`config.mk`:
```
export PLATFORM = sky130hd
export DESIGN_NAME = gpio_stream_out
export DESIGN_NICKNAME = d
export VERILOG_FILES = /design/src/rtl/gpio_stream_out.sv
export SDC_FILE = /design/constraint.sdc
export NUM_CORES = 1
export LEC_CHECK = 0
export ABC_AREA = 1
export ABC_CLOCK_PERIOD_IN_PS = 4500
export BUFFER_PORTS_ARGS = -buffer_cell sky130_fd_sc_hd__buf_2
export CAP_MARGIN = 20
export CORE_MARGIN = 2
export CORE_UTILIZATION = 28
export CTS_BUF_LIST = sky130_fd_sc_hd__clkbuf_8
export DETAILED_ROUTE_END_ITERATION = 6
export RECOVER_POWER = 25
export SLEW_MARGIN = 10
export SYNTH_ARGS = -nofsm -noshare
export SYNTH_HDL_FRONTEND = slang
export SYNTH_SLANG_ARGS = --single-unit
```
`constraint.sdc`:
```
create_clock -name clk -period 4.5 [get_ports clk]
set_clock_uncertainty 0.05 [all_clocks]
set_input_delay 0.225 -clock clk [delete_from_list [all_inputs] [get_ports clk]]
set_output_delay 0.225 -clock clk [all_outputs]
set_load 0.005 [all_outputs]
```
`src/rtl/gpio_stream_out.sv`:
```
// Buffered stream-to-GPIO emitter: circular word buffer feeding a pulse FSM with optional idle gap.
// Define GPIO_PARITY_EN to add the registered even-parity pin gpio_parity.
module gpio_stream_out #(
    parameter int data_width_g = 32,
    parameter int depth_g      = 8,
    parameter int gap_g        = 0
) (
    input  logic                       clk,
    input  logic                       rst,
    input  logic                       in_valid,
    input  logic [data_width_g-1:0]    in_data,
    output logic                       in_ready,
    output logic                       gpio_valid,
    output logic [data_width_g-1:0]    gpio_decrypted,
    output logic [$clog2(depth_g):0]   level,
    output logic                       overflow,
    input  logic                       clr_overflow
`ifdef GPIO_PARITY_EN
    ,
    output logic                       gpio_parity
`endif
);

    localparam int AW = $clog2(depth_g);
    localparam int LW = AW + 1;
    localparam logic [LW-1:0] FULL     = LW'(depth_g);
    localparam logic [7:0]    GAP_LAST = 8'((gap_g == 0) ? 0 : gap_g - 1);

    typedef enum logic [1:0] {IDLE, EMIT, GAP} state_t;

    state_t                  state;
    logic [7:0]              gap_cnt;
    logic [AW-1:0]           wr_ptr, rd_ptr;
    logic [data_width_g-1:0] mem [depth_g];

    logic push, pop, drop, pop_slot;

    assign in_ready = (level != FULL);
    assign push     = in_valid && in_ready;
    assign drop     = in_valid && !in_ready;

    // Cycles where the FSM is free to start a new pulse; the last GAP cycle counts as one.
    always_comb begin
        pop_slot = 1'b0;
        case (state)
            IDLE:    pop_slot = 1'b1;
            EMIT:    pop_slot = (gap_g == 0);
            GAP:     pop_slot = (gap_cnt == GAP_LAST);
            default: pop_slot = 1'b0;
        endcase
        pop = pop_slot && (level != '0);
    end

    // Storage is not reset; pointers and level define what is valid.
    always_ff @(posedge clk) begin
        if (push)
            mem[wr_ptr] <= in_data;
    end

    always_ff @(posedge clk) begin
        if (rst) begin
            state          <= IDLE;
            gap_cnt        <= '0;
            wr_ptr         <= '0;
            rd_ptr         <= '0;
            level          <= '0;
            overflow       <= 1'b0;
            gpio_valid     <= 1'b0;
            gpio_decrypted <= '0;
`ifdef GPIO_PARITY_EN
            gpio_parity    <= 1'b0;
`endif
        end else begin
            if (push)
                wr_ptr <= wr_ptr + 1'b1;
            if (pop) begin
                rd_ptr         <= rd_ptr + 1'b1;
                gpio_decrypted <= mem[rd_ptr];
`ifdef GPIO_PARITY_EN
                gpio_parity    <= ^mem[rd_ptr];
`endif
            end
            gpio_valid <= pop;

            if (push && !pop)
                level <= level + 1'b1;
            else if (pop && !push)
                level <= level - 1'b1;

            if (drop)
                overflow <= 1'b1;
            else if (clr_overflow)
                overflow <= 1'b0;

            case (state)
                IDLE: begin
                    if (pop)
                        state <= EMIT;
                end
                EMIT: begin
                    if (gap_g > 0) begin
                        state   <= GAP;
                        gap_cnt <= '0;
                    end else begin
                        state <= pop ? EMIT : IDLE;
                    end
                end
                GAP: begin
                    if (gap_cnt == GAP_LAST)
                        state <= pop ? EMIT : IDLE;
                    else
                        gap_cnt <= gap_cnt + 1'b1;
                end
                default: state <= IDLE;
            endcase
        end
    end

endmodule

```
==> flow_metrics.tcl <==
set metrics [dict create \
    crit_type "reg2reg" \
    cts-root-buf "clkbuf_8" \
    groute.usage.overall_pct 12.73 \
    vias 7665 \
    grt_pass1_vias 7496 \
    use_met1_pct 16.20 \
    grt_max_degree 97 \
    cts_max_level 2 \
    synth_top_area_cell "edfxtp_1" \
    syn_nets 1058 \
    top_usage_layer "met2" \
    hold_viol 0 \
    drive_gt1_share_pct 12.36 \
    arrival_ns 3.23 \
    final_cell_mix "edfxtp_1, nand2_1, nor2_1" \
    power.density_nw_per_um2 557.3 \
    drtIter0Drc 619 \
    cap_viol_max_count 0 \
    clk_pin_slew_worst_paths_ns 0.06 \
    grt_first_pass_wirelength_microns 42920 \
    synth_warnings 0 \
    wire_per_inst_microns 16.29 \
    pwr-share-clk_pct 27.7 \
    synth_top_cells_by_area "edfxtp_1, dfxtp_1, nand2_1, nor2_1, nand3_1" \
    reg2regPathDepth 6 \
    synthCells 1017 \
    nFillCells 4155 \
    status "finished clean" \
    cp_max_fo 96 \
    required_ns 4.90 \
    met3_usage_pct 2.495 \
    slew_violations 0 \
    start_util_pct 28.50 \
    p_int_w 0.005139 \
    ys.flop_type "edfxtp_1" \
    seqPwrFrac_pct 46.2 \
    worst_setup_path_end_kind "flip-flop" \
    pwr-share-comb_pct 26.1 \
    final_util_pct 34.00 \
    routabilityCongestion 0.7219 \
    finalNetCount 1176 \
    die_w_microns 208.6 \
    rr_endpoint "gpio_decrypted[24]$_SDFFE_PP0P_" \
    core-area_sq_um 41110 \
    io_pins 75 \
    hold_path.class "reg2reg" \
    synth_top_area_share_pct 65.61 \
    antenna_found_initial 0 \
    grt_overflow 0 \
    async_flop_share_pct 0 \
    cts_buffers 50 \
    cts_max_path_buffers 3 \
    ctsResizeCount 0 \
    cts_setup_buffers 0 \
    synth-seq-cells 300 \
    ant_nets 0 \
    fp.dieH_microns 208.6 \
    dieArea_sq_um 43500 \
    dp_hpwl_microns 15420 \
    tns_ns 0 \
    critPathLaunchType "flip-flop" \
    syn_to_final_growth_pct 19.27 \
    tightest_slew_ns 0.9816 \
    ff2ff_setup_slack_ns 1.67 \
    drc 0 \
    period_share_pct 62.94 \
    whs_ns 0.3954 \
    io_buffers 74 \
    setup_viol_count_final 0 \
    reg2reg_from "rd_ptr[0]$_SDFFE_PP0P_" \
    syn_area_per_cell_sq_um 11.52 \
    pre_cts_ws_ns 1.654 \
    drt_first_pass_iters 5 \
    power.switching_w 0.002650 \
    fmax_mhz 353.0 \
    slew_headroom_pct 34.56 \
    routed_wl_microns 27770 \
    grt_util_met2_pct 21.72 \
    synth_cell_types 25 \
    diodes 0 \
    startpoint "rd_ptr[0]$_SDFFE_PP0P_" \
    syn_area_sq_um 11720 \
    rsz0062_at_grt "no" \
    swShare_pct 34.02 \
    vdd.ir_drop.worst_mv 0.2158 \
    via_per_inst 4.496 \
    clock_latency_ns 0.58 \
    leakagePower_nw 5.126 \
    period_needed_ns 2.833 \
    cts_tree "built" \
    synth_edf_count 256 \
    mostFrequentLayoutCell "edfxtp_1" \
    synth.yosys.seq_area_share_pct 73.12 \
    finalWorstSetupSlack_ns 1.667 \
    worstSetupEndpoint "gpio_decrypted[24]$_SDFFE_PP0P_" \
    fp-row-count 74 \
    holdBufCountCts 36 \
    clkSinkCount 300 \
]
-- layout make-up --
type	instances	area (sq um)	share of cell area, %
inverter	16	61.31	0.4387
multi-input combinational	644	2849	20.38
timing repair buffer	123	933.4	6.679
sequential	300	8577	61.37
clock buffer	51	701.9	5.022
tap	532	665.6	4.763
clock inverter	39	187.7	1.343
-- layer usage --
layer	wire length, microns	vias to the layer above
met4	575	0
met5	0	-
met3	1378	51
li1	-	3744
met2	13500	193
met1	12310	3677
-- cells in the mapped netlist, types with 2 or more instances --
cell type / n
a21oi_1: 8
buf_1: 4
buf_2: 21
buf_4: 5
buf_6: 4
clkbuf_1: 22
dfxtp_1: 44
edfxtp_1: 256
ha_1: 5
inv_1: 14
inv_2: 2
nand2_1: 216
nand3_1: 98
nor2_1: 205
nor2_4: 3
o21ai_0: 89
o21ai_1: 11
xor2_1: 3
-- registers in the layout, indices dropped and copies added, names as in the netlist --
register,count
gpio_valid,1
overflow,1
level,4
rd_ptr,3
wr_ptr,3
gpio_decrypted,32
mem,256
-- worst max-delay path, cell delays in order (launching register included) --
cell	delay, ns
dfxtp_4	0.81
clkinv_2	0.57
buf_4	0.58
o21ai_0	0.36
nand3_1	0.10
nand3_1	0.11
nand2_1	0.05
-- power groups by stage --
stage	logic [W]	registers [W]	clock network, W
after floorplan	0.00151	0.00350	0
after global placement	0.00198	0.00365	0
after detailed placement	0.00205	0.00365	0
after CTS	0.00209	0.00360	0.00222
after global routing	0.00235	0.00363	0.00233
final	0.00204	0.00360	0.00216
-- metrics by stage --
step	power, W	instances	area, sq um
after global placement	0.005629	1572	12570
after global routing	0.008310	1705	13980
after CTS	0.007903	1705	14000
final	0.007788	1705	13980
after floorplan	0.005010	1017	11720
after detailed placement	0.005700	1579	12750
-- logic make-up (layout without fill, tap and decap cells) --
logic type	Yosys count	in the layout	share of synthesized area, %
and+or+nand+nor	527	527	18.36
DFF	300	300	73.12
AOI/OAI and AO/OA	108	108	4.613
buffers and inverters	73	229	3.075
adders and majority gates	5	5	0.5339
xor gates and xnor gates	4	4	0.2990
-- worst min-delay path by stage --
stage                                     from  slack (ns)                               to  cells after the start
3_5_place_dp   gpio_decrypted[28]$_SDFFE_PP0P_        0.39  gpio_decrypted[28]$_SDFFE_PP0P_                      2
6_report       gpio_decrypted[28]$_SDFFE_PP0P_        0.40  gpio_decrypted[28]$_SDFFE_PP0P_                      2
3_3_place_gp   gpio_decrypted[24]$_SDFFE_PP0P_        0.39  gpio_decrypted[24]$_SDFFE_PP0P_                      2
4_1_cts                            in_data[10]        0.37             mem[4][10]$_DFFE_PP_                      2
2_1_floorplan                       in_data[0]        0.27              mem[0][0]$_DFFE_PP_                      0
5_1_grt         gpio_decrypted[0]$_SDFFE_PP0P_        0.41   gpio_decrypted[0]$_SDFFE_PP0P_                      2
No activity file was read; power rests on OpenSTA's default activity.
